<file path="config.mk">
export PLATFORM = sky130hd
export DESIGN_NAME = muldiv_stall_ctrl_flat
export DESIGN_NICKNAME = d
export VERILOG_FILES = /design/src/rtl/muldiv_stall_ctrl_if.sv /design/src/rtl/muldiv_stall_ctrl.sv /design/src/flat_wrapper.sv
export SDC_FILE = /design/constraint.sdc
export NUM_CORES = 1
export LEC_CHECK = 0
export CORE_ASPECT_RATIO = 1.2
export CORE_UTILIZATION = 41
export CTS_CLUSTER_SIZE = 25
export DETAILED_ROUTE_END_ITERATION = 6
export GPL_TIMING_DRIVEN = 0
export PLACE_DENSITY = 0.73
export SETUP_SLACK_MARGIN = 0.15
export SLEW_MARGIN = 40
export SYNTH_ARGS = -nofsm -noshare
export SYNTH_HDL_FRONTEND = slang
export SYNTH_SLANG_ARGS = --single-unit
export TNS_END_PERCENT = 5
</file>
<file path="constraint.sdc">
create_clock -name clk -period 1.87 [get_ports clk]
set_input_delay 0.561 -clock clk [delete_from_list [all_inputs] [get_ports clk]]
set_output_delay 0.561 -clock clk [all_outputs]
set_load 0.02 [all_outputs]
</file>
<file path="src/rtl/muldiv_stall_ctrl_if.sv">
// Handshake bundle between the E-stage pipeline control and the
// multiply/divide stall sequencer.
interface muldiv_stall_ctrl_if;
  logic       start_E;
  logic       is_div_E;
  logic [4:0] rd_E;
  logic       kill;
  logic       hold_M;
  logic       unit_start;
  logic       unit_abort;
  logic       stallF;
  logic       stallD;
  logic       stallE;
  logic       flushM;
  logic       result_valid;
  logic       busy;
  logic [4:0] rd_busy;

  modport master (
    output start_E,
    output is_div_E,
    output rd_E,
    output kill,
    output hold_M,
    input  unit_start,
    input  unit_abort,
    input  stallF,
    input  stallD,
    input  stallE,
    input  flushM,
    input  result_valid,
    input  busy,
    input  rd_busy
  );

  modport slave (
    input  start_E,
    input  is_div_E,
    input  rd_E,
    input  kill,
    input  hold_M,
    output unit_start,
    output unit_abort,
    output stallF,
    output stallD,
    output stallE,
    output flushM,
    output result_valid,
    output busy,
    output rd_busy
  );
endinterface

</file>
<file path="src/rtl/muldiv_stall_ctrl.sv">
// Stall/flush sequencer for the iterative mul/div unit in Execute.
// Holds the M-extension op in E while the unit runs, bubbles M.
module muldiv_stall_ctrl #(
  parameter int MUL_LAT = 3,
  parameter int DIV_LAT = 33,
  parameter int CNT_W   = 6
) (
  input  logic                clk,
  input  logic                rst_n,
  muldiv_stall_ctrl_if.slave  bus
);

  typedef enum logic [1:0] {
    IDLE = 2'b00,
    BUSY = 2'b01,
    DONE = 2'b10
  } state_t;

  localparam logic [CNT_W-1:0] MUL_CNT = CNT_W'(MUL_LAT - 1);
  localparam logic [CNT_W-1:0] DIV_CNT = CNT_W'(DIV_LAT - 1);
  localparam logic [CNT_W-1:0] CNT_ONE = CNT_W'(1);

  state_t           state;
  state_t           state_n;
  logic [CNT_W-1:0] cnt;
  logic [CNT_W-1:0] cnt_n;
  logic [4:0]       rd_q;
  logic [4:0]       rd_n;

  logic             accept;
  logic             stall;
  logic             is_busy;

  assign accept = bus.start_E && !bus.kill;

  always_ff @(posedge clk) begin
    if (!rst_n) begin
      state <= IDLE;
      cnt   <= '0;
      rd_q  <= '0;
    end else begin
      state <= state_n;
      cnt   <= cnt_n;
      rd_q  <= rd_n;
    end
  end

  // kill outranks completion while BUSY
  always_comb begin
    state_n = state;
    cnt_n   = cnt;
    rd_n    = rd_q;
    case (state)
      IDLE: begin
        if (accept) begin
          state_n = BUSY;
          cnt_n   = bus.is_div_E ? DIV_CNT
                                 : MUL_CNT;
          rd_n    = bus.rd_E;
        end
      end
      BUSY: begin
        if (bus.kill) begin
          state_n = IDLE;
        end else if (cnt == '0) begin
          state_n = DONE;
        end else begin
          cnt_n = cnt - CNT_ONE;
        end
      end
      DONE: begin
        if (bus.kill || !bus.hold_M) begin
          state_n = IDLE;
        end
      end
      default: begin
        state_n = IDLE;
        cnt_n   = '0;
        rd_n    = '0;
      end
    endcase
  end

  // start_E is ignored in DONE: it is still the same op
  always_comb begin
    bus.unit_start   = 1'b0;
    bus.unit_abort   = 1'b0;
    bus.flushM       = 1'b0;
    bus.result_valid = 1'b0;
    stall            = 1'b0;
    is_busy          = 1'b0;
    case (state)
      IDLE: begin
        bus.unit_start = accept;
        stall          = accept;
      end
      BUSY: begin
        stall          = 1'b1;
        bus.flushM     = 1'b1;
        bus.unit_abort = bus.kill;
        is_busy        = 1'b1;
      end
      DONE: begin
        bus.result_valid = 1'b1;
        stall            = bus.hold_M;
        is_busy          = 1'b1;
      end
      default: begin
        stall   = 1'b0;
        is_busy = 1'b0;
      end
    endcase
  end

  assign bus.stallF  = stall;
  assign bus.stallD  = stall;
  assign bus.stallE  = stall;
  assign bus.busy    = is_busy;
  assign bus.rd_busy = is_busy ? rd_q : 5'd0;

endmodule
</file>
<file path="src/flat_wrapper.sv">
// flat-port wrapper written by rule: the top's interface ports become plain ports
module muldiv_stall_ctrl_flat 
#(
  parameter int MUL_LAT = 3,
  parameter int DIV_LAT = 33,
  parameter int CNT_W   = 6
)
  (clk, rst_n, bus_start_E, bus_is_div_E, bus_rd_E, bus_kill, bus_hold_M, bus_unit_start, bus_unit_abort, bus_stallF, bus_stallD, bus_stallE, bus_flushM, bus_result_valid, bus_busy, bus_rd_busy);
  muldiv_stall_ctrl_if bus_i ();
  input  logic clk;
  input  logic rst_n;
  input wire logic [$bits(bus_i.start_E)-1:0] bus_start_E;
  input wire logic [$bits(bus_i.is_div_E)-1:0] bus_is_div_E;
  input wire logic [$bits(bus_i.rd_E)-1:0] bus_rd_E;
  input wire logic [$bits(bus_i.kill)-1:0] bus_kill;
  input wire logic [$bits(bus_i.hold_M)-1:0] bus_hold_M;
  output wire logic [$bits(bus_i.unit_start)-1:0] bus_unit_start;
  output wire logic [$bits(bus_i.unit_abort)-1:0] bus_unit_abort;
  output wire logic [$bits(bus_i.stallF)-1:0] bus_stallF;
  output wire logic [$bits(bus_i.stallD)-1:0] bus_stallD;
  output wire logic [$bits(bus_i.stallE)-1:0] bus_stallE;
  output wire logic [$bits(bus_i.flushM)-1:0] bus_flushM;
  output wire logic [$bits(bus_i.result_valid)-1:0] bus_result_valid;
  output wire logic [$bits(bus_i.busy)-1:0] bus_busy;
  output wire logic [$bits(bus_i.rd_busy)-1:0] bus_rd_busy;
  assign bus_i.start_E = bus_start_E;
  assign bus_i.is_div_E = bus_is_div_E;
  assign bus_i.rd_E = bus_rd_E;
  assign bus_i.kill = bus_kill;
  assign bus_i.hold_M = bus_hold_M;
  assign bus_unit_start = bus_i.unit_start;
  assign bus_unit_abort = bus_i.unit_abort;
  assign bus_stallF = bus_i.stallF;
  assign bus_stallD = bus_i.stallD;
  assign bus_stallE = bus_i.stallE;
  assign bus_flushM = bus_i.flushM;
  assign bus_result_valid = bus_i.result_valid;
  assign bus_busy = bus_i.busy;
  assign bus_rd_busy = bus_i.rd_busy;
  muldiv_stall_ctrl #(.MUL_LAT(MUL_LAT), .DIV_LAT(DIV_LAT), .CNT_W(CNT_W)) u_core (.clk(clk), .rst_n(rst_n), .bus(bus_i));
endmodule
</file>
==> Yosys cells after proc, flatten, opt, wreduce, memory -nomap -nowiden <==
Index checks and enable logic that the tools add are counted.
{ "op_classes": {"n_addsub": 1, "reduce_logical": 10, "eq_ne": 7, "muxes": 19, "n_bitwise": 2} }
{ "op_table": {"columns": ["cell", "n"], "rows": [
  ["6-bit two-way mux", 4],
  ["6-bit one-hot mux with 3 select lines", 1],
  ["5-bit two-way mux", 2],
  ["5-bit one-hot mux with 2 select lines", 1],
  ["2-bit two-way mux", 4],
  ["6-bit zero test", 1],
  ["2-bit one-hot mux with 3 select lines", 1],
  ["6-bit by 1-bit subtractor with 6-bit output, second input constant", 1],
  ["1-bit two-way mux", 5],
  ["2-bit by 1-bit != test with 1-bit output, second input constant", 2],
  ["2-bit != test, second input constant", 2],
  ["4-bit AND reduction", 1],
  ["3-bit by 2-bit != test with 1-bit output, second input constant", 1],
  ["1-bit one-hot mux with 3 select lines", 1],
  ["3-bit AND reduction", 1],
  ["2-bit by 1-bit == test with 1-bit output, second input constant", 1],
  ["2-bit == test, second input constant", 1],
  ["1-bit zero test", 2],
  ["2-bit zero test", 1],
  ["1-bit NOT", 2],
  ["2-bit AND reduction", 1],
  ["2-bit OR reduction", 1],
  ["1-bit logical AND", 1],
  ["1-bit logical OR", 1]
]} }
{ "word_totals": {"ff_bits": 13, "elab_cells": 42} }

==> Depth between registers and ports, before layout <==
Gate-level depths: netlist of the first run.
{ "depth": {"depth_word": 4, "depth_mapped": 7, "ltp_nobuf": 6} }

==> Worst setup path before layout of the first run <==
No wires, ideal clock.
{ "synth_timing": {"kind": "register -> output", "from": "register u_core.state[0]", "to": "output port bus_stallE", "path_stages_with_launch": 6, "setup_slack_ps": -248, "t_required_ps": 1309, "path_buffers": 1, "t_arrival_ps": 1557, "cell_sequence": "dfxtp_1 inv_1 ha_1 a21oi_1 a21oi_1 buf_4"} }
{ "synth_between": {"elab_chain_cells": 2, "word_cells_on_any_way": 4, "classes_between": "2 x eq/ne; 1 x mux; 1 x reduce/logical"} }
{ "synth_rtl": {"columns": ["item", "line", "rtl"], "rows": [
  ["from (decl)", "muldiv_stall_ctrl.sv:23", "state_t state;"],
  ["from (signal assigned)", "muldiv_stall_ctrl.sv:42", "state <= state_n;"],
  ["2-bit == test, or another cell as far along", "muldiv_stall_ctrl.sv:92", "case (state)"],
  ["1-bit one-hot mux with 3 select lines *", "muldiv_stall_ctrl.sv:92", null],
  ["to (decl)", "flat_wrapper.sv:21", "output wire logic [$bits(bus_i.stallE)-1:0] bus_stallE;"]
]} }
Every way passes the cells marked *; elsewhere a longest branch is shown, timed or not.

==> Worst setup path in the final report of the first run <==
{ "layout_timing": {"from": "register u_core.state[0]", "to": "output port bus_stallF"} }
{ "layout_between": {"elab_chain_cells": 2, "word_cells_on_any_way": 4, "classes_between": "2 x eq/ne; 1 x mux; 1 x reduce/logical"} }
{ "layout_rtl": {"columns": ["item", "line", "rtl"], "rows": [
  ["2-bit == test, or another cell as far along", "muldiv_stall_ctrl.sv:92", null],
  ["1-bit one-hot mux with 3 select lines *", "muldiv_stall_ctrl.sv:92", null],
  ["to (decl)", "flat_wrapper.sv:19", "output wire logic [$bits(bus_i.stallF)-1:0] bus_stallF;"]
]} }
Marked as above.

==> flow_results.xml, run 1 <==
<?xml version="1.0" encoding="UTF-8"?>
<metrics>
  <group name="outcome">
    <metric name="outcome" unit="">finished, violations left</metric>
    <metric name="violated_checks" unit="">setup timing</metric>
  </group>
  <group name="clock_network">
    <metric name="clk_pin_slew" unit="ns">0.07</metric>
    <metric name="cts-root-buf" unit="">clkbuf_4</metric>
    <metric name="cts_hold_buf" unit="">0</metric>
    <metric name="clock_latency" unit="ns">0.27</metric>
    <metric name="clkSinkCount" unit="">13</metric>
    <metric name="max-clock-path-buffers" unit="">2</metric>
    <metric name="tritoncts" unit="">built</metric>
    <metric name="level_count_of_the_clock_h_tree" unit="">1</metric>
    <metric name="cts_made_buffers" unit="">3</metric>
  </group>
  <group name="yosys">
    <metric name="synthesis.yosys.warnings" unit="">0</metric>
    <metric name="synth_seq_area_share" unit="">0.310</metric>
    <metric name="synth_cells" unit="">104</metric>
    <metric name="synthesis.nets" unit="">120</metric>
    <metric name="synthDistinctLibCells" unit="">30</metric>
    <metric name="synthesis.area" unit="µm²">841</metric>
    <metric name="synth.avg_cell_area" unit="µm²">8.08</metric>
    <metric name="ys_seq_elements" unit="">13</metric>
  </group>
  <group name="final_layout">
    <metric name="n_antenna_cell" unit="">0</metric>
    <metric name="areaGrowthSynthToFinish" unit="%">50.4</metric>
    <metric name="finish.cell_count_without_fillers" unit="">155</metric>
    <metric name="layout.nets" unit="">153</metric>
    <metric name="fillers" unit="">172</metric>
    <metric name="drive_above_1_share" unit="">0.397</metric>
  </group>
  <group name="pwr">
    <metric name="power.share.sequential" unit="">0.383</metric>
    <metric name="power_density_normalized_to_cell_area" unit="nW/µm²">666</metric>
    <metric name="combinational_power_share" unit="">0.418</metric>
    <metric name="ir_worst_vdd" unit="mV">0.379</metric>
    <metric name="power_leakage" unit="nW">0.529</metric>
    <metric name="power.total" unit="mW">0.842</metric>
    <metric name="cell_internal_power" unit="mW">0.561</metric>
    <metric name="p_switching" unit="mW">0.281</metric>
    <metric name="pwr-share-clk" unit="">0.199</metric>
    <metric name="switching_share" unit="">0.334</metric>
  </group>
  <group name="timing">
    <metric name="setup_viol_count_final" unit="">9</metric>
    <metric name="timing.final.crit_share" unit="">1.05</metric>
    <metric name="relSlewSlack" unit="">0.693</metric>
    <metric name="max_slew_violation_count" unit="">0</metric>
    <metric name="tightestPinTransition" unit="ns">0.455</metric>
    <metric name="achievable-frequency" unit="GHz">0.509</metric>
    <metric name="finalCriticalPeriod" unit="ns">1.96</metric>
    <metric name="maximum_clock_skew_at_final_layout" unit="ns">0.000657</metric>
    <metric name="finalWorstSetupSlack" unit="ns">-0.0932</metric>
    <metric name="hold_slack" unit="ns">0.492</metric>
    <metric name="grt_setup_unrepaired" unit="">true</metric>
    <metric name="report.final.hold_viol_count" unit="">0</metric>
  </group>
  <group name="critical_path">
    <metric name="worstPathRequired" unit="ns">1.31</metric>
    <metric name="terminus_of_the_critical_flop_to_flop_path" unit="">u_core.cnt[3]</metric>
    <metric name="reg2reg_from" unit="">u_core.state[1]</metric>
    <metric name="worst_r2r_path_depth" unit="">7</metric>
    <metric name="worst_case_register_to_register_setup_slack" unit="ns">0.06</metric>
    <metric name="critical_path_peak_fanout" unit="">4</metric>
    <metric name="endpoint_kind" unit="">output port</metric>
    <metric name="worst-setup-path-type" unit="">reg -&gt; out</metric>
    <metric name="setup.worst_path.start_class" unit="">register</metric>
    <metric name="critPathArrivalTime" unit="ns">1.40</metric>
  </group>
  <group name="global_routing">
    <metric name="pin_count_of_the_biggest_net_entering_global_routing" unit="">11</metric>
    <metric name="groute.usage.overall" unit="">0.197</metric>
    <metric name="grt_antenna_before_repair" unit="">0</metric>
    <metric name="grt_pass1_vias" unit="">839</metric>
    <metric name="grt_remaining_overflow" unit="">0</metric>
    <metric name="grt_first_pass_wirelength" unit="mm">3.38</metric>
  </group>
  <group name="run">
    <metric name="timing.max_cap.violations" unit="">0</metric>
  </group>
  <group name="placement">
    <metric name="gp_congestion" unit="">0.818</metric>
    <metric name="portBuffers" unit="">23</metric>
    <metric name="placedCellCount" unit="">146</metric>
    <metric name="dp_hpwl" unit="mm">1.44</metric>
  </group>
  <group name="die">
    <metric name="floorplan.die_area" unit="µm²">2240</metric>
    <metric name="core.rowCount" unit="">17</metric>
    <metric name="core_region_area" unit="µm²">1890</metric>
    <metric name="die_h" unit="µm">51.6</metric>
    <metric name="die-width" unit="µm">43.3</metric>
    <metric name="initial_core_util" unit="">0.444</metric>
    <metric name="pin_count" unit="">24</metric>
  </group>
  <group name="route">
    <metric name="route.detailed.vias_per_inst" unit="">5.50</metric>
    <metric name="antenna_left" unit="">0</metric>
    <metric name="route.vias.total" unit="">852</metric>
    <metric name="drc_violation_count_after_routing" unit="">0</metric>
    <metric name="total_length_of_routed_wires" unit="mm">1.97</metric>
    <metric name="wire_per_inst" unit="µm">12.7</metric>
    <metric name="drt_iter0_drc" unit="">12</metric>
    <metric name="detailedRoute.firstPassIterationCount" unit="">4</metric>
  </group>
  <group name="min_path">
    <metric name="hold_start" unit="">u_core.rd_q[2]</metric>
    <metric name="hp-class" unit="">reg -&gt; reg</metric>
    <metric name="holdPathEnd" unit="">u_core.rd_q[2]</metric>
    <metric name="hold-path-cell-count" unit="">2</metric>
  </group>
</metrics>
cells in the mapped netlist (all sizes together):
cell type | instances | area (µm²)
a21o | 1 | 7.51
clkbuf | 2 | 7.51
buf | 4 | 37.5
inv | 9 | 33.8
o211ai | 1 | 7.51
nand3b | 2 | 15.0
a211oi | 1 | 7.51
nand2 | 11 | 41.3
a311oi | 1 | 8.76
nand4 | 1 | 6.26
or4 | 3 | 22.5
ha | 5 | 62.6
o21ai | 11 | 55.1
and2 | 7 | 46.3
nand2b | 1 | 13.8
o22ai | 1 | 6.26
a21boi | 8 | 60.1
nor2 | 4 | 15.0
nor3 | 1 | 10.0
o311a | 1 | 10.0
a31o | 1 | 8.76
a41o | 1 | 10.0
and3 | 1 | 6.26
or3 | 2 | 15.0
dfxtp | 13 | 260
nor2b | 1 | 6.26
o31ai | 4 | 30.0
a21oi | 6 | 30.0
cells in the final DEF, fill, tap and decap left out, types with 2 or more instances in the layout:
master / Yosys / final
a21boi_0: 8 / 8
a21oi_1: 6 / 3
a21oi_4: 0 / 2
and2_4: 1 / 6
buf_2: 0 / 5
buf_4: 2 / 4
buf_6: 2 / 13
clkbuf_1: 2 / 2
clkbuf_4: 0 / 4
clkdlybuf4s50_1: 0 / 7
dfxtp_1: 13 / 9
dfxtp_2: 0 / 2
dfxtp_4: 0 / 2
dlygate4sd2_1: 0 / 2
ha_4: 0 / 3
inv_1: 9 / 5
inv_4: 0 / 3
nand2_1: 11 / 11
nand3b_1: 2 / 2
nor2_1: 4 / 4
o21ai_0: 11 / 11
o31ai_1: 4 / 4
or4_1: 3 / 2
sequential cells by signal (all words and copies together), names as in the netlist:
signal        count
u_core.state      2
u_core.cnt        6
u_core.rd_q       5
worst max path at each step:
| stage | depth (start not counted) | slack [ns] | from | to |
|---|---|---|---|---|
| final | 6 | -0.09 | u_core.state[0] | bus_stallF |
| after global routing | 6 | -0.17 | u_core.state[0] | bus_stallF |
| after CTS | 6 | -0.1 | u_core.state[0] | bus_stallF |
| after detailed placement | 5 | -0.97 | bus_kill | bus_stallE |
| after global placement | 5 | -0.97 | bus_kill | bus_stallF |
| after floorplan | 3 | 0.09 | bus_kill | bus_stallE |
cell type report:
type / count / area (µm²) / area share
repair buffers: 28 / 251 / 0.199
clock buffers: 4 / 26.3 / 0.0208
inverters: 9 / 41.3 / 0.0326
flip-flops and latches: 13 / 270 / 0.214
plain buffers: 6 / 63.8 / 0.0504
well taps: 19 / 23.8 / 0.0188
multi-input cells: 76 / 588 / 0.465
cell families after synthesis:
family	share of synthesized area
buffers and inverters	0.0937
and+or+nand+nor	0.235
adders and majority gates	0.0744
AOI/OAI and AO/OA	0.287
DFF	0.310
what timing repair did:
| item | CTS | global route |
|---|---|---|
| gates resized for setup | 89 | 10 |
| cloned | 1 | 0 |
| pin swaps | 17 | 8 |
| setup buffers | 4 | 0 |
| endpoints found under the setup margin | 17 | 16 |
power groups by stage:
stage	logic (mW)	clock network, mW	registers (mW)
CTS	0.339	0.177	0.322
detailed placement	0.314	0	0.327
finish	0.352	0.167	0.323
floorplan	0.221	0	0.322
global route	0.384	0.190	0.326
global placement	0.309	0	0.325
per-stage QoR:
| step | TNS [ns] | util | instance area (µm²) | worst slack [ns] |
|---|---|---|---|---|
| global placement | -8.01 | 0.615 | 1160 | -0.967 |
| CTS | -0.522 | 0.667 | 1260 | -0.0981 |
| detailed placement | -8.30 | 0.615 | 1160 | -0.970 |
| finish | -0.394 | 0.668 | 1260 | -0.0932 |
| floorplan | 0 | - | 910 | 0.0908 |
| global route | -0.958 | 0.668 | 1260 | -0.168 |
per-layer routing:
layer,wire length (µm),up-vias,part of all wire,track usage
met2,1030,20,0.52,0.346
met5,0,-,0,0
li1,-,434,-,-
met1,841,396,0.43,0.233
met4,12,0,0.0061,0.0729
met3,86,2,0.044,0.0382
critical path: stages, from the launching register on:
cell and delay [ns]:
dfxtp_4 0.37, inv_4 0.08, ha_4 0.13, nand3b_1 0.14, a21oi_4 0.20, buf_6 0.12, buf_6 0.10
Note: power is estimated with default switching activity, not from simulation.
==> inputs of run 2 (changes only) <==
- CORE_UTILIZATION: 41 -> 46
- PLACE_DENSITY: 0.73 -> 0.78
- clock period: 1.87 -> 2 ns (I/O delays scaled with it)
==> run 2 against run 1 <==
Net effect: the run still ends with setup timing left; register-to-register slack improved by 0.12 ns; critical path depth did not move; combinational power fell by 8.5%; critical path type unchanged; largest power group unchanged.
==> flow_results.xml, run 2 (synthesis results as in run 1) <==
<?xml version="1.0" encoding="UTF-8"?>
<metrics>
  <group name="final_layout">
    <metric name="max_flop_register" unit="">u_core.cnt</metric>
    <metric name="reg_top3" unit="">u_core.cnt: 6 flops, u_core.rd_q: 5 flops, u_core.state: 2 flops</metric>
    <metric name="sequential_cell_area" unit="µm²">265</metric>
    <metric name="n_antenna_cell" unit="">0</metric>
    <metric name="most-common-layout-cells" unit="">o21ai_0, nand2_1, dfxtp_1, buf_6</metric>
    <metric name="fillers" unit="">138</metric>
    <metric name="areaGrowthSynthToFinish" unit="%">50.0</metric>
    <metric name="largest_reg_flops" unit="">6</metric>
    <metric name="layout.nets" unit="">155</metric>
    <metric name="multi_input_area" unit="µm²">587</metric>
    <metric name="drive_above_1_share" unit="">0.348</metric>
    <metric name="finish.cell_count_without_fillers" unit="">156</metric>
  </group>
  <group name="critical_path">
    <metric name="critPathArrivalTime" unit="ns">1.42</metric>
    <metric name="worst_case_register_to_register_setup_slack" unit="ns">0.18</metric>
    <metric name="setup.worst_path.start_class" unit="">register</metric>
    <metric name="endpoint_kind" unit="">output port</metric>
    <metric name="critPathTopFamily" unit="">flip-flops</metric>
    <metric name="cp.buffers_inverters" unit="">3</metric>
    <metric name="critical_path_peak_fanout" unit="">5</metric>
    <metric name="timing.critical_path.slowest_cell_delay" unit="ns">0.38</metric>
    <metric name="worst-setup-path-type" unit="">reg -&gt; out</metric>
    <metric name="worstPathRequired" unit="ns">1.40</metric>
    <metric name="path_cells" unit="">inv_2, ha_4, a21oi_4, a21oi_4, buf_4, buf_6</metric>
    <metric name="cpMaxStageDelayCell" unit="">dfxtp_2</metric>
    <metric name="worst_path_most_repeated_cell" unit="">a21oi_4</metric>
  </group>
  <group name="timing">
    <metric name="report.final.hold_viol_count" unit="">0</metric>
    <metric name="finalCriticalPeriod" unit="ns">2.02</metric>
    <metric name="timing.final.crit_share" unit="">1.01</metric>
    <metric name="maximum_clock_skew_at_final_layout" unit="ns">0.00104</metric>
    <metric name="max_slew_violation_count" unit="">0</metric>
    <metric name="tightestPinTransition" unit="ns">0.436</metric>
    <metric name="achievable-frequency" unit="GHz">0.496</metric>
    <metric name="hold_slack" unit="ns">0.487</metric>
    <metric name="setup_viol_count_final" unit="">2</metric>
    <metric name="grt_setup_unrepaired" unit="">true</metric>
    <metric name="relSlewSlack" unit="">0.706</metric>
    <metric name="finalWorstSetupSlack" unit="ns">-0.0155</metric>
  </group>
  <group name="die">
    <metric name="die-width" unit="µm">41.0</metric>
    <metric name="core_region_area" unit="µm²">1680</metric>
    <metric name="pin_count" unit="">24</metric>
    <metric name="core.rowCount" unit="">16</metric>
    <metric name="initial_core_util" unit="">0.500</metric>
    <metric name="die_h" unit="µm">48.8</metric>
    <metric name="floorplan.die_area" unit="µm²">2000</metric>
  </group>
  <group name="pwr">
    <metric name="combinational_power_share" unit="">0.406</metric>
    <metric name="switching_share" unit="">0.349</metric>
    <metric name="power_leakage" unit="nW">0.540</metric>
    <metric name="power_density_normalized_to_cell_area" unit="nW/µm²">629</metric>
    <metric name="pwr-share-clk" unit="">0.217</metric>
    <metric name="p_switching" unit="mW">0.276</metric>
    <metric name="power.total" unit="mW">0.793</metric>
    <metric name="cell_internal_power" unit="mW">0.517</metric>
    <metric name="power.share.sequential" unit="">0.377</metric>
    <metric name="ir_worst_vdd" unit="mV">0.642</metric>
  </group>
  <group name="global_routing">
    <metric name="grt_pass1_vias" unit="">787</metric>
    <metric name="grt_antenna_before_repair" unit="">0</metric>
    <metric name="grt_remaining_overflow" unit="">0</metric>
    <metric name="pin_count_of_the_biggest_net_entering_global_routing" unit="">11</metric>
    <metric name="grt_first_pass_wirelength" unit="mm">3.33</metric>
    <metric name="groute.usage.overall" unit="">0.234</metric>
  </group>
  <group name="outcome">
    <metric name="outcome" unit="">finished, violations left</metric>
    <metric name="violated_checks" unit="">setup timing</metric>
  </group>
  <group name="clock_network">
    <metric name="clkSinkCount" unit="">13</metric>
    <metric name="cts_hold_buf" unit="">0</metric>
    <metric name="clk_pin_slew" unit="ns">0.09</metric>
    <metric name="level_count_of_the_clock_h_tree" unit="">1</metric>
    <metric name="tritoncts" unit="">built</metric>
    <metric name="clock_latency" unit="ns">0.28</metric>
    <metric name="cts_made_buffers" unit="">3</metric>
    <metric name="max-clock-path-buffers" unit="">2</metric>
    <metric name="cts-root-buf" unit="">clkbuf_4</metric>
  </group>
  <group name="min_path">
    <metric name="hp-class" unit="">reg -&gt; reg</metric>
  </group>
  <group name="route">
    <metric name="wire_per_inst" unit="µm">14.3</metric>
    <metric name="total_length_of_routed_wires" unit="mm">2.24</metric>
    <metric name="antenna_left" unit="">0</metric>
    <metric name="route.vias.total" unit="">879</metric>
    <metric name="detailedRoute.firstPassIterationCount" unit="">4</metric>
    <metric name="drt_iter0_drc" unit="">18</metric>
    <metric name="drc_violation_count_after_routing" unit="">0</metric>
    <metric name="route.detailed.vias_per_inst" unit="">5.63</metric>
  </group>
  <group name="run">
    <metric name="timing.max_cap.violations" unit="">0</metric>
  </group>
  <group name="placement">
    <metric name="placedCellCount" unit="">145</metric>
    <metric name="portBuffers" unit="">23</metric>
    <metric name="dp_hpwl" unit="mm">1.47</metric>
    <metric name="gp_congestion" unit="">0.767</metric>
    <metric name="place_ws" unit="ns">-0.903</metric>
  </group>
</metrics>
==> run 2: cell count changes in the layout (fill, tap and decap cells not counted), sizes merged <==
cell / previous run / this run
clkdlybuf4s15: 0 / 1
clkbuf: 6 / 9
dlygate4sd2: 2 / 3
buf: 23 / 20
==> run 2: what timing repair did <==
| item | CTS | global route |
|---|---|---|
| buffers inserted | 6 | 0 |
| cloned | 1 | 0 |
| endpoints found under the hold margin | 0 | 0 |
| gates resized for setup | 81 | 6 |
| setup endpoints to repair | 16 | 15 |
| pin swaps | 5 | 1 |
==> run 2: layer usage <==
layer | share of wire | GRT usage | routed length, µm
met1 | 0.44 | 0.284 | 977
met3 | 0.023 | 0.0411 | 51
met4 | 0.0040 | 0.0500 | 9
met5 | 0 | 0 | 0
met2 | 0.54 | 0.401 | 1200
==> run 2: layout make-up <==
cell class                 instances  area share
buffer                             6      0.0437
clock buffer                       4      0.0208
inverter                           9      0.0288
multi-input combinational         76       0.465
sequential                        13       0.210
tap                               18      0.0179
timing repair buffer              30       0.213
==> run 2: path summary, 6_finish.rpt <==
path,from,to,depth (start not counted)
worst max-delay path,u_core.state[0],bus_stallE,6
worst min-delay path,u_core.rd_q[4],u_core.rd_q[4],2
worst max register to register,u_core.state[0],u_core.cnt[3],7
worst min register to register,u_core.rd_q[4],u_core.rd_q[4],2
==> run 2: tightest hold or removal path: cells and delay by family (launching register included) <==
| kind | cells | cell delay (ns) |
|---|---|---|
| flip-flops | 1 | 0.32 |
| AO/OA/AOI/OAI | 2 | 0.13 |
==> run 2: through the flow <==
step	TNS [ns]	util	cell area (µm²)
2_1_floorplan	0	-	868
3_3_place_gp	-6.05	0.667	1120
3_5_place_dp	-6.45	0.667	1120
4_1_cts	0	0.746	1250
5_1_grt	-0.393	0.750	1260
6_report	-0.0304	0.750	1260
==> run 2: power by group through the flow <==
stage | registers, mW | logic (mW) | clock network [mW]
after global placement | 0.302 | 0.277 | 0
after floorplan | 0.299 | 0.193 | 0
after global routing | 0.303 | 0.354 | 0.182
after detailed placement | 0.304 | 0.282 | 0
after CTS | 0.298 | 0.314 | 0.167
final | 0.299 | 0.322 | 0.172
==> inputs of run 3 (changes only) <==
- ABC_CLOCK_PERIOD_IN_PS: unset -> 2000
- SKIP_CTS_REPAIR_TIMING: unset -> 1
- SLEW_MARGIN: 40 -> 0
==> run 3 against run 2 <==
Net effect: the flow still finishes with violations (setup timing); via count decreased by 1.8%; hold slack got worse by 0.0056 ns; global-route usage fell by 2.9 points; wire length fell by 6.9%; non-clock buffer count decreased by 4; critical path depth unchanged; clock-buffer cell count stayed put; clock skew hardly changed; first-iteration DRC count decreased by 50%; critical path type unchanged.
==> flow_results.xml, run 3 (synthesis results as in run 1) <==
<?xml version="1.0" encoding="UTF-8"?>
<metrics>
  <group name="final_layout">
    <metric name="postLayoutCellArea" unit="µm²">1240</metric>
    <metric name="fillers" unit="">143</metric>
    <metric name="areaGrowthSynthToFinish" unit="%">47.6</metric>
    <metric name="finish.cell_count_without_fillers" unit="">152</metric>
    <metric name="most-common-layout-cells" unit="">o21ai_0, nand2_1, dfxtp_1, buf_6, a21boi_0</metric>
    <metric name="reg_top3" unit="">u_core.cnt: 6 flops, u_core.rd_q: 5 flops, u_core.state: 2 flops</metric>
    <metric name="n_antenna_cell" unit="">0</metric>
    <metric name="multi_input_area" unit="µm²">577</metric>
    <metric name="sequential_cell_area" unit="µm²">269</metric>
    <metric name="largest_reg_flops" unit="">6</metric>
    <metric name="drive_above_1_share" unit="">0.336</metric>
    <metric name="max_flop_register" unit="">u_core.cnt</metric>
    <metric name="postLayoutCoreUtil" unit="">0.738</metric>
    <metric name="layout.nets" unit="">151</metric>
  </group>
  <group name="route">
    <metric name="route.detailed.vias_per_inst" unit="">5.68</metric>
    <metric name="drc_violation_count_after_routing" unit="">0</metric>
    <metric name="total_length_of_routed_wires" unit="mm">2.08</metric>
    <metric name="met3_wirelength" unit="µm">56</metric>
    <metric name="antenna_left" unit="">0</metric>
    <metric name="route.top_layer_used" unit="">met4</metric>
    <metric name="met2_wirelength" unit="mm">1.10</metric>
    <metric name="wire_per_inst" unit="µm">13.7</metric>
    <metric name="detailedRoute.firstPassIterationCount" unit="">4</metric>
    <metric name="route.vias.total" unit="">863</metric>
    <metric name="drt_iter0_drc" unit="">9</metric>
    <metric name="met1_wl" unit="µm">914</metric>
  </group>
  <group name="die">
    <metric name="core.rowCount" unit="">16</metric>
    <metric name="pin_count" unit="">24</metric>
    <metric name="die_h" unit="µm">48.8</metric>
    <metric name="initial_core_util" unit="">0.500</metric>
    <metric name="floorplan.die_area" unit="µm²">2000</metric>
    <metric name="die-width" unit="µm">41.0</metric>
    <metric name="core_region_area" unit="µm²">1680</metric>
  </group>
  <group name="run">
    <metric name="timing.max_cap.violations" unit="">0</metric>
  </group>
  <group name="timing">
    <metric name="timing.final.crit_share" unit="">1.02</metric>
    <metric name="tightestPinTransition" unit="ns">0.415</metric>
    <metric name="finalCriticalPeriod" unit="ns">2.04</metric>
    <metric name="setup_viol_count_final" unit="">5</metric>
    <metric name="relSlewSlack" unit="">0.720</metric>
    <metric name="maximum_clock_skew_at_final_layout" unit="ns">0.00148</metric>
    <metric name="grt_setup_unrepaired" unit="">true</metric>
    <metric name="report.final.hold_viol_count" unit="">0</metric>
    <metric name="finalWorstSetupSlack" unit="ns">-0.0376</metric>
    <metric name="max_slew_violation_count" unit="">0</metric>
    <metric name="achievable-frequency" unit="GHz">0.491</metric>
  </group>
  <group name="placement">
    <metric name="dpl-instance-area" unit="µm²">1120</metric>
    <metric name="gp_congestion" unit="">0.767</metric>
    <metric name="placedCellCount" unit="">145</metric>
    <metric name="portBuffers" unit="">23</metric>
    <metric name="place_ws" unit="ns">-0.903</metric>
    <metric name="dp_hpwl" unit="mm">1.47</metric>
  </group>
  <group name="critical_path">
    <metric name="worstPathRequired" unit="ns">1.40</metric>
    <metric name="timing.critical_path.slowest_cell_delay" unit="ns">0.37</metric>
    <metric name="worst-path-stages" unit="">6</metric>
    <metric name="cp.buffers_inverters" unit="">3</metric>
    <metric name="worst-setup-path-type" unit="">reg -&gt; out</metric>
    <metric name="worst_r2r_path_depth" unit="">6</metric>
    <metric name="terminus_of_the_critical_flop_to_flop_path" unit="">u_core.cnt[4]</metric>
    <metric name="cpMaxStageDelayCell" unit="">dfxtp_4</metric>
    <metric name="startpoint" unit="">u_core.state[1]</metric>
    <metric name="endpoint_kind" unit="">output port</metric>
    <metric name="critPathTopFamily" unit="">flip-flops</metric>
    <metric name="worst_case_register_to_register_setup_slack" unit="ns">0.21</metric>
    <metric name="worstSetupEndpoint" unit="">bus_stallE</metric>
    <metric name="reg2reg_from" unit="">u_core.cnt[0]</metric>
    <metric name="setup.worst_path.start_class" unit="">register</metric>
    <metric name="critPathArrivalTime" unit="ns">1.44</metric>
    <metric name="critical_path_peak_fanout" unit="">5</metric>
    <metric name="path_cells" unit="">inv_4, ha_4, nand3b_1, a21oi_4, buf_4, buf_6</metric>
  </group>
  <group name="outcome">
    <metric name="violated_checks" unit="">setup timing</metric>
    <metric name="outcome" unit="">finished, violations left</metric>
  </group>
  <group name="clock_network">
    <metric name="level_count_of_the_clock_h_tree" unit="">1</metric>
    <metric name="cts-root-buf" unit="">clkbuf_4</metric>
    <metric name="max-clock-path-buffers" unit="">2</metric>
    <metric name="clock_latency" unit="ns">0.27</metric>
    <metric name="tritoncts" unit="">built</metric>
    <metric name="clkSinkCount" unit="">13</metric>
    <metric name="clk_pin_slew" unit="ns">0.08</metric>
    <metric name="cts_made_buffers" unit="">3</metric>
  </group>
  <group name="pwr">
    <metric name="power_leakage" unit="nW">0.582</metric>
    <metric name="p_switching" unit="mW">0.262</metric>
    <metric name="ir_worst_vdd" unit="mV">0.564</metric>
    <metric name="pwr-share-clk" unit="">0.208</metric>
    <metric name="power_density_normalized_to_cell_area" unit="nW/µm²">625</metric>
    <metric name="combinational_power_share" unit="">0.405</metric>
    <metric name="cell_internal_power" unit="mW">0.513</metric>
    <metric name="switching_share" unit="">0.338</metric>
    <metric name="power.share.sequential" unit="">0.387</metric>
  </group>
  <group name="min_path">
    <metric name="hp-class" unit="">reg -&gt; reg</metric>
  </group>
  <group name="global_routing">
    <metric name="grt_remaining_overflow" unit="">0</metric>
    <metric name="grt_antenna_before_repair" unit="">0</metric>
    <metric name="groute.usage.overall" unit="">0.205</metric>
    <metric name="pin_count_of_the_biggest_net_entering_global_routing" unit="">11</metric>
    <metric name="grt_first_pass_wirelength" unit="mm">2.97</metric>
    <metric name="grt_pass1_vias" unit="">700</metric>
  </group>
</metrics>
==> run 3: cell count changes in the layout (fill, tap and decap cells not counted), moves of 2 or more <==
cell	before	now
dlymetal6s2s_1	0	6
buf_2	2	4
clkbuf_2	2	0
dlygate4sd2_1	3	0
and2_2	0	3
buf_4	8	5
and2_4	6	3
==> run 3: layout make-up <==
type	count	area share
tap	18	0.0181
buffer	6	0.0423
sequential	13	0.217
timing repair buffer	26	0.206
inverter	9	0.0313
clock buffer	4	0.0212
multi-input combinational	76	0.465
==> run 3: worst min-delay path by stage <==
stage / from / endpoint / slack, ns / cells past startpoint
global route: u_core.rd_q[0] / u_core.rd_q[0] / 0.53 / 2
CTS: u_core.rd_q[4] / u_core.rd_q[4] / 0.48 / 2
detailed placement: u_core.rd_q[4] / u_core.rd_q[4] / 0.47 / 2
global placement: u_core.rd_q[3] / u_core.rd_q[3] / 0.46 / 2
floorplan: u_core.rd_q[0] / u_core.rd_q[0] / 0.45 / 2
finish: u_core.rd_q[4] / u_core.rd_q[4] / 0.48 / 2
==> run 3: stage by stage <==
| step | total power [mW] | TNS [ns] | hold WS [ns] |
|---|---|---|---|
| after CTS | 0.748 | -7.70 | 0.483 |
| after global placement | 0.579 | -6.05 | 0.462 |
| after floorplan | 0.492 | 0 | 0.452 |
| after global routing | 0.822 | -0.457 | 0.526 |
| after detailed placement | 0.586 | -6.45 | 0.472 |
| final | 0.776 | -0.109 | 0.481 |
==> run 3: power groups by stage <==
stage	Combinational (mW)	Sequential, mW	Clock, mW
3_3_place_gp	0.277	0.302	0
5_1_grt	0.343	0.304	0.175
3_5_place_dp	0.282	0.304	0
4_1_cts	0.283	0.298	0.167
6_report	0.314	0.300	0.162
2_1_floorplan	0.193	0.299	0
==> run 3: tightest hold or removal path, cell delays in order (launching register included) <==
cell and delay, ns:
dfxtp_1 0.31, o21ai_0 0.06, a21boi_0 0.07
==> run 3: layer usage <==
layer / vias to the layer above / global-route usage
li1: 427 / -
met1: 414 / 0.261
met2: 20 / 0.336
met3: 2 / 0.0411
met4: 0 / 0.0500
met5: - / 0
==> edit 1: new RTL, config.mk and constraints of run 1 <==
Re-encode `state_t` (3 states) as one-hot, 3 bits wide.
--- a/src/rtl/muldiv_stall_ctrl.sv
+++ b/src/rtl/muldiv_stall_ctrl.sv
@@ -10,10 +10,10 @@
   muldiv_stall_ctrl_if.slave  bus
 );
 
-  typedef enum logic [1:0] {
-    IDLE = 2'b00,
-    BUSY = 2'b01,
-    DONE = 2'b10
+  typedef enum logic [2:0] {
+    IDLE = 3'b001,
+    BUSY = 3'b010,
+    DONE = 3'b100
   } state_t;
 
   localparam logic [CNT_W-1:0] MUL_CNT = CNT_W'(MUL_LAT - 1);
Behaviour: no difference found for any inputs over 10 cycles, from zero or initial values and one cycle with rst_n low; not proved beyond that.
==> edit 1 against run 1 <==
- the run still ends with negative setup slack left
- setup slack improved by 0.0044 ns
- area after synthesis rose by 5.7%
- first-iteration DRC count rose by 33%
- sequential share of layout area rose by 0.57 points
- sequential cell count rose by 1
- wire length rose by 10%
- global-route usage rose by 0.45 points
- die area rose by 5.4%
- design area rose by 2.4%
Power is not compared: it rests on default switching activity, and its combinational part moved more than twofold at a synthesized area within 25%.
==> edit 1: results (changes against run 1) <==
Global route
The global-route track usage on met1 is 22.4% (-0.98 points). The global routing usage on met3 is 3.07% (-0.75 points). The via count of the first global-routing pass is 815 (-2.9%). The met2 track demand over resource was 36.0% (+1.4 points). The number of antenna violations at the first check in global routing is 0 (unchanged).

The total routing resource utilization after global routing was 20.1% (+0.45 points). The global-route wire length before repair is 3.46 mm (+2.2%). The maximum number of pins on one net before global-route repair is 11 (unchanged).

Cells and area
The layout cell share with drive strength beyond 1 is 38.2% (-1.5 points). The largest registers in the layout are u_core.cnt: 6 flops, u_core.rd_q: 5 flops, u_core.state: 3 flops. The post-layout instance count excluding filler cells was 166 (+7.1%).

The net count of the finished layout is 150 (-2.0%).

Pwr
The switching power total is 0.625 mW. The clock distribution power is 0.222 mW.

Synthesis
The combinational family with the most area after synthesis is simple AND/OR/NAND/NOR gates. The commonest cells after synthesis are dfxtp_1, inv_1, and2_1, nor2_1. The adder and majority gate portion of the synthesized area is 2.82% (-4.6 points). The synthesized area divided by synthesized cell count was 8.62 um2 (+6.7%).

Sorting the synthesized cells by area gives the leading types as dfxtp_1, a22o_1, and2_1. The parity-gate share of the synthesized area counting xor and xnor cells is 0.986% (+0.99 points). The Yosys warning count was 0 (unchanged). The number of distinct library cell variants in the gate-level netlist after synthesis is 39 (+30%). The share of the synthesized area in compound gates (AO/OA/AOI/OAI) came to 24.2% (-4.5 points). The synthesized netlist net count is 116 (-3.3%). The proportion of synthesized flip-flops having asynchronous set or reset is 0% (unchanged). The share of the synthesized area in the top cell type is 31.5% (+0.60 points). The register area share after synthesis is 31.5% (+0.60 points).

Route
The routed wire length on met3 was 56 um (-35%). The wire length the detailed router placed on met1 came to 925 um (+10%). The final wirelength was 2.17 mm (+10%). The post-route DRC violation count is 0 (unchanged).

The wire length on met2 is 1.14 mm (+11%). The number of vias per cell after detailed routing came to 5.34 (-2.8%). The DRC violation total after the first TritonRoute iteration is 16 (+4).

Worst setup path
The critical-path maximum fanout came to 8 (+4). The gate family responsible for the most delay along the worst path is simple AND/OR/NAND/NOR gates. The cell with the biggest individual delay on the critical path is dfxtp_2. The arrival time of the worst setup path is 1.40 ns (about the same). The delay contributed by the slowest stage of the critical path is 0.35 ns (-0.02 ns).

STA
The number of failing setup endpoints in the final timing report was 9 (unchanged). The total negative slack for setup checks came to -0.465 ns (-0.0701 ns). The remaining max-slew budget at the tightest pin is 78.0% (+8.7 points). The worst setup margin is -0.0888 ns (+0.00441 ns). The final setup skew is 0.000609 ns (-0.0000474 ns). The final-layout worst hold slack is 0.477 ns (-0.0144 ns).

Placement
The placement-stage cell area is 1160 um2 (+0.11%). The total of buffers placed on input and output ports is 23 (unchanged). The total placed cells including tap cells is 156 (+6.8%). The final estimated routing congestion in global placement was 0.805 (-1.7%). The placed wire-length estimate is 1.56 mm (+8.3%). The pre-CTS setup slack is -0.891 ns (+0.0790 ns).

Clocking
The post-CTS clock slew at the launch and capture registers of the worst setup and hold paths is 0.09 ns (+0.02 ns). The number of H-tree levels is 1 (unchanged). The clock buffer count from CTS was 3 (unchanged).

Run status
The flow ran to the end, but the final reports show violations. The final reports fail on negative setup slack.
-- edit 1: timing repair --
action                                  4_1_cts  5_1_grt
endpoints found under the setup margin       24       19
gates resized for setup                      94        3
setup buffers                                 6        0
pin swaps                                    14        7
-- edit 1: layout make-up --
cell class	count	area, um2
flip-flops and latches	14	284
well taps	30	37.5
fillers	191	754
repair buffers	29	258
clock buffers	4	36.3
inverters	8	30.0
multi-input cells	74	581
plain buffers	7	68.8
-- edit 1: logic make-up after synthesis --
| group | Yosys count |
|---|---|
| DFF | 14 |
| buffers and inverters | 15 |
| and+or+nand+nor | 41 |
| adders and majority gates | 2 |
| xor gates and xnor gates | 1 |
| AOI/OAI and AO/OA | 30 |
-- edit 1: final timing paths --
path / startpoint / to / slack [ns] / cells past startpoint
max: u_core.state[2] / bus_stallE / -0.09 / 6
max reg2reg: u_core.state[1] / u_core.cnt[3] / 0.02 / 7
min: u_core.rd_q[3] / u_core.rd_q[3] / 0.48 / 1
min reg2reg: u_core.rd_q[3] / u_core.rd_q[3] / 0.48 / 1
==> edit 2: new RTL, config.mk and constraints of run 1 <==
Made on the original files. `CNT_W` is set to 6 in 2 places; all go to 12.
--- a/src/rtl/muldiv_stall_ctrl.sv
+++ b/src/rtl/muldiv_stall_ctrl.sv
@@ -3,7 +3,7 @@
 module muldiv_stall_ctrl #(
   parameter int MUL_LAT = 3,
   parameter int DIV_LAT = 33,
-  parameter int CNT_W   = 6
+  parameter int CNT_W   = 12
 ) (
   input  logic                clk,
   input  logic                rst_n,
--- a/src/flat_wrapper.sv
+++ b/src/flat_wrapper.sv
@@ -3,7 +3,7 @@
 #(
   parameter int MUL_LAT = 3,
   parameter int DIV_LAT = 33,
-  parameter int CNT_W   = 6
+  parameter int CNT_W   = 12
 )
   (clk, rst_n, bus_start_E, bus_is_div_E, bus_rd_E, bus_kill, bus_hold_M, bus_unit_start, bus_unit_abort, bus_stallF, bus_stallD, bus_stallE, bus_flushM, bus_result_valid, bus_busy, bus_rd_busy);
   muldiv_stall_ctrl_if bus_i ();
Check against the original RTL: no difference found for any inputs over 10 cycles, from zero or initial values and one cycle with rst_n low; that may be too few to reach the edited logic, so the function may still have changed.
==> edit 2 against run 1 <==
- the flow still finishes with violations (negative setup slack)
- wire length up 27%
- register-to-register slack worse by 0.28 ns
- area after synthesis up 29%
- design area grew 22%
- largest power group unchanged
- power rose to 3.5 times the old value
- setup slack worse by 0.20 ns
- sequential cell count up 6
- count of clock-buffer cells in the layout decreased by 1
- fmax decreased by 9.4%
==> edit 2: results (changes against run 1) <==
Run status
The run finished, with violations left. The checks that failed: negative setup slack.

Pwr
The total power draw is 2.95 mW (+250%). The sequential group power is 0.693 mW (+110%). The leakage power summed over all cells is 0.646 nW (+22%). The switching power total is 1.33 mW (+370%).

STA
The remaining max-slew budget at the tightest pin came to 67.0% (-2.3 points). The number of failing setup endpoints in the final timing report was 17 (+8). The worst setup margin is -0.296 ns (-0.203 ns).

The total negative slack for setup checks is -2.76 ns (-2.37 ns). The final setup skew came to 0.00387 ns (+0.00321 ns).

Route
The wire length the detailed router placed on met1 came to 1.01 mm (+20%). The number of vias per cell after detailed routing is 5.22 (-5.1%). The final wirelength was 2.49 mm (+27%). The routed wire length on met3 was 100 um (+16%).

Worst setup path
Grouping stages by cell kind, the critical path spends the most delay in simple AND/OR/NAND/NOR gates. The critical-path maximum fanout came to 3 (-1). The delay contributed by the slowest stage of the critical path came to 0.27 ns (-0.10 ns). The arrival time of the worst setup path is 1.61 ns (+0.21 ns).

Clocking
The number of gates resized after CTS came to 90 (+1.1%). The post-CTS clock slew at the launch and capture registers of the worst setup and hold paths was 0.11 ns (+0.04 ns).

Global route
The global-route wire length before repair came to 4.46 mm (+32%). The via count of the first global-routing pass is 1006 (+20%). The global routing usage on met3 is 2.84% (-0.98 points). The total routing resource utilization after global routing is 20.0% (+0.37 points). The global-route track usage on met1 is 22.9% (-0.45 points).

Cells and area
The post-layout instance count excluding filler cells is 193 (+25%). The largest registers in the layout are u_core.cnt: 12 flops, u_core.rd_q: 5 flops, u_core.state: 2 flops.

Synthesis
The synthesized netlist net count was 143 (+19%). The register area share after synthesis is 34.9% (+4.0 points). The number of distinct library cell variants in the gate-level netlist after synthesis is 39 (+30%). By area the synthesized netlist is led by dfxtp_1, ha_1, a22oi_1. By count the netlist is led by dfxtp_1, nor2_1, nand2_1.

The synthesized instance count was 127 (+22%).

Placement
The pre-CTS setup slack was -1.23 ns (-0.259 ns). The total placed cells including tap cells is 183 (+25%). The final estimated routing congestion in global placement is 0.851 (+4.0%).

The placed wire-length estimate is 1.89 mm (+32%).
edit 2: changes by cell type in the layout (fill, tap and decap cells not counted), sizes merged, moves of 4 or more:
| cell | delta |
|---|---|
| o21ai | -6 |
| xor2 | +4 |
| nor2b | +5 |
| nand3 | +4 |
| a22oi | +6 |
| nor2 | +6 |
| a21boi | -8 |
| dfxtp | +6 |
edit 2: final timing paths:
| check | from | to | slack (ns) | cells after the start |
|---|---|---|---|---|
| hold / removal | u_core.cnt[11] | u_core.cnt[11] | 0.50 | 2 |
| setup / recovery | bus_kill | bus_stallE | -0.30 | 6 |
| hold reg to reg | u_core.cnt[11] | u_core.cnt[11] | 0.50 | 2 |
| setup reg to reg | u_core.cnt[6] | u_core.cnt[7] | -0.22 | 6 |
edit 2: area by class of cell:
type | count | area (um2)
repair buffers | 29 | 273
plain buffers | 5 | 46.3
well taps | 33 | 41.3
fillers | 218 | 983
inverters | 7 | 31.3
multi-input cells | 96 | 734
clock buffers | 3 | 22.5
clock inverters | 1 | 5.00
flip-flops and latches | 19 | 390
edit 2: cell families (layout without fill, tap and decap cells):
| group | count (synthesis) | in the layout | share of synthesized area, % |
|---|---|---|---|
| xor gates and xnor gates | 5 | 5 | 4.02 |
| adders and majority gates | 5 | 5 | 5.75 |
| muxes | 1 | 1 | 0.920 |
| buffers and inverters | 12 | 45 | 5.40 |
| DFF | 19 | 19 | 34.9 |
| AOI/OAI and AO/OA | 27 | 27 | 17.5 |
| and+or+nand+nor | 58 | 58 | 31.5 |
edit 2: worst register-to-register path, stage by stage (launching register included):
cell and delay [ns]:
dfxtp_2 0.36, or4_4 0.57, or4_1 0.51, clkbuf_4 0.19, nand4b_1 0.12, xor2_1 0.17
nor2_1 0.06
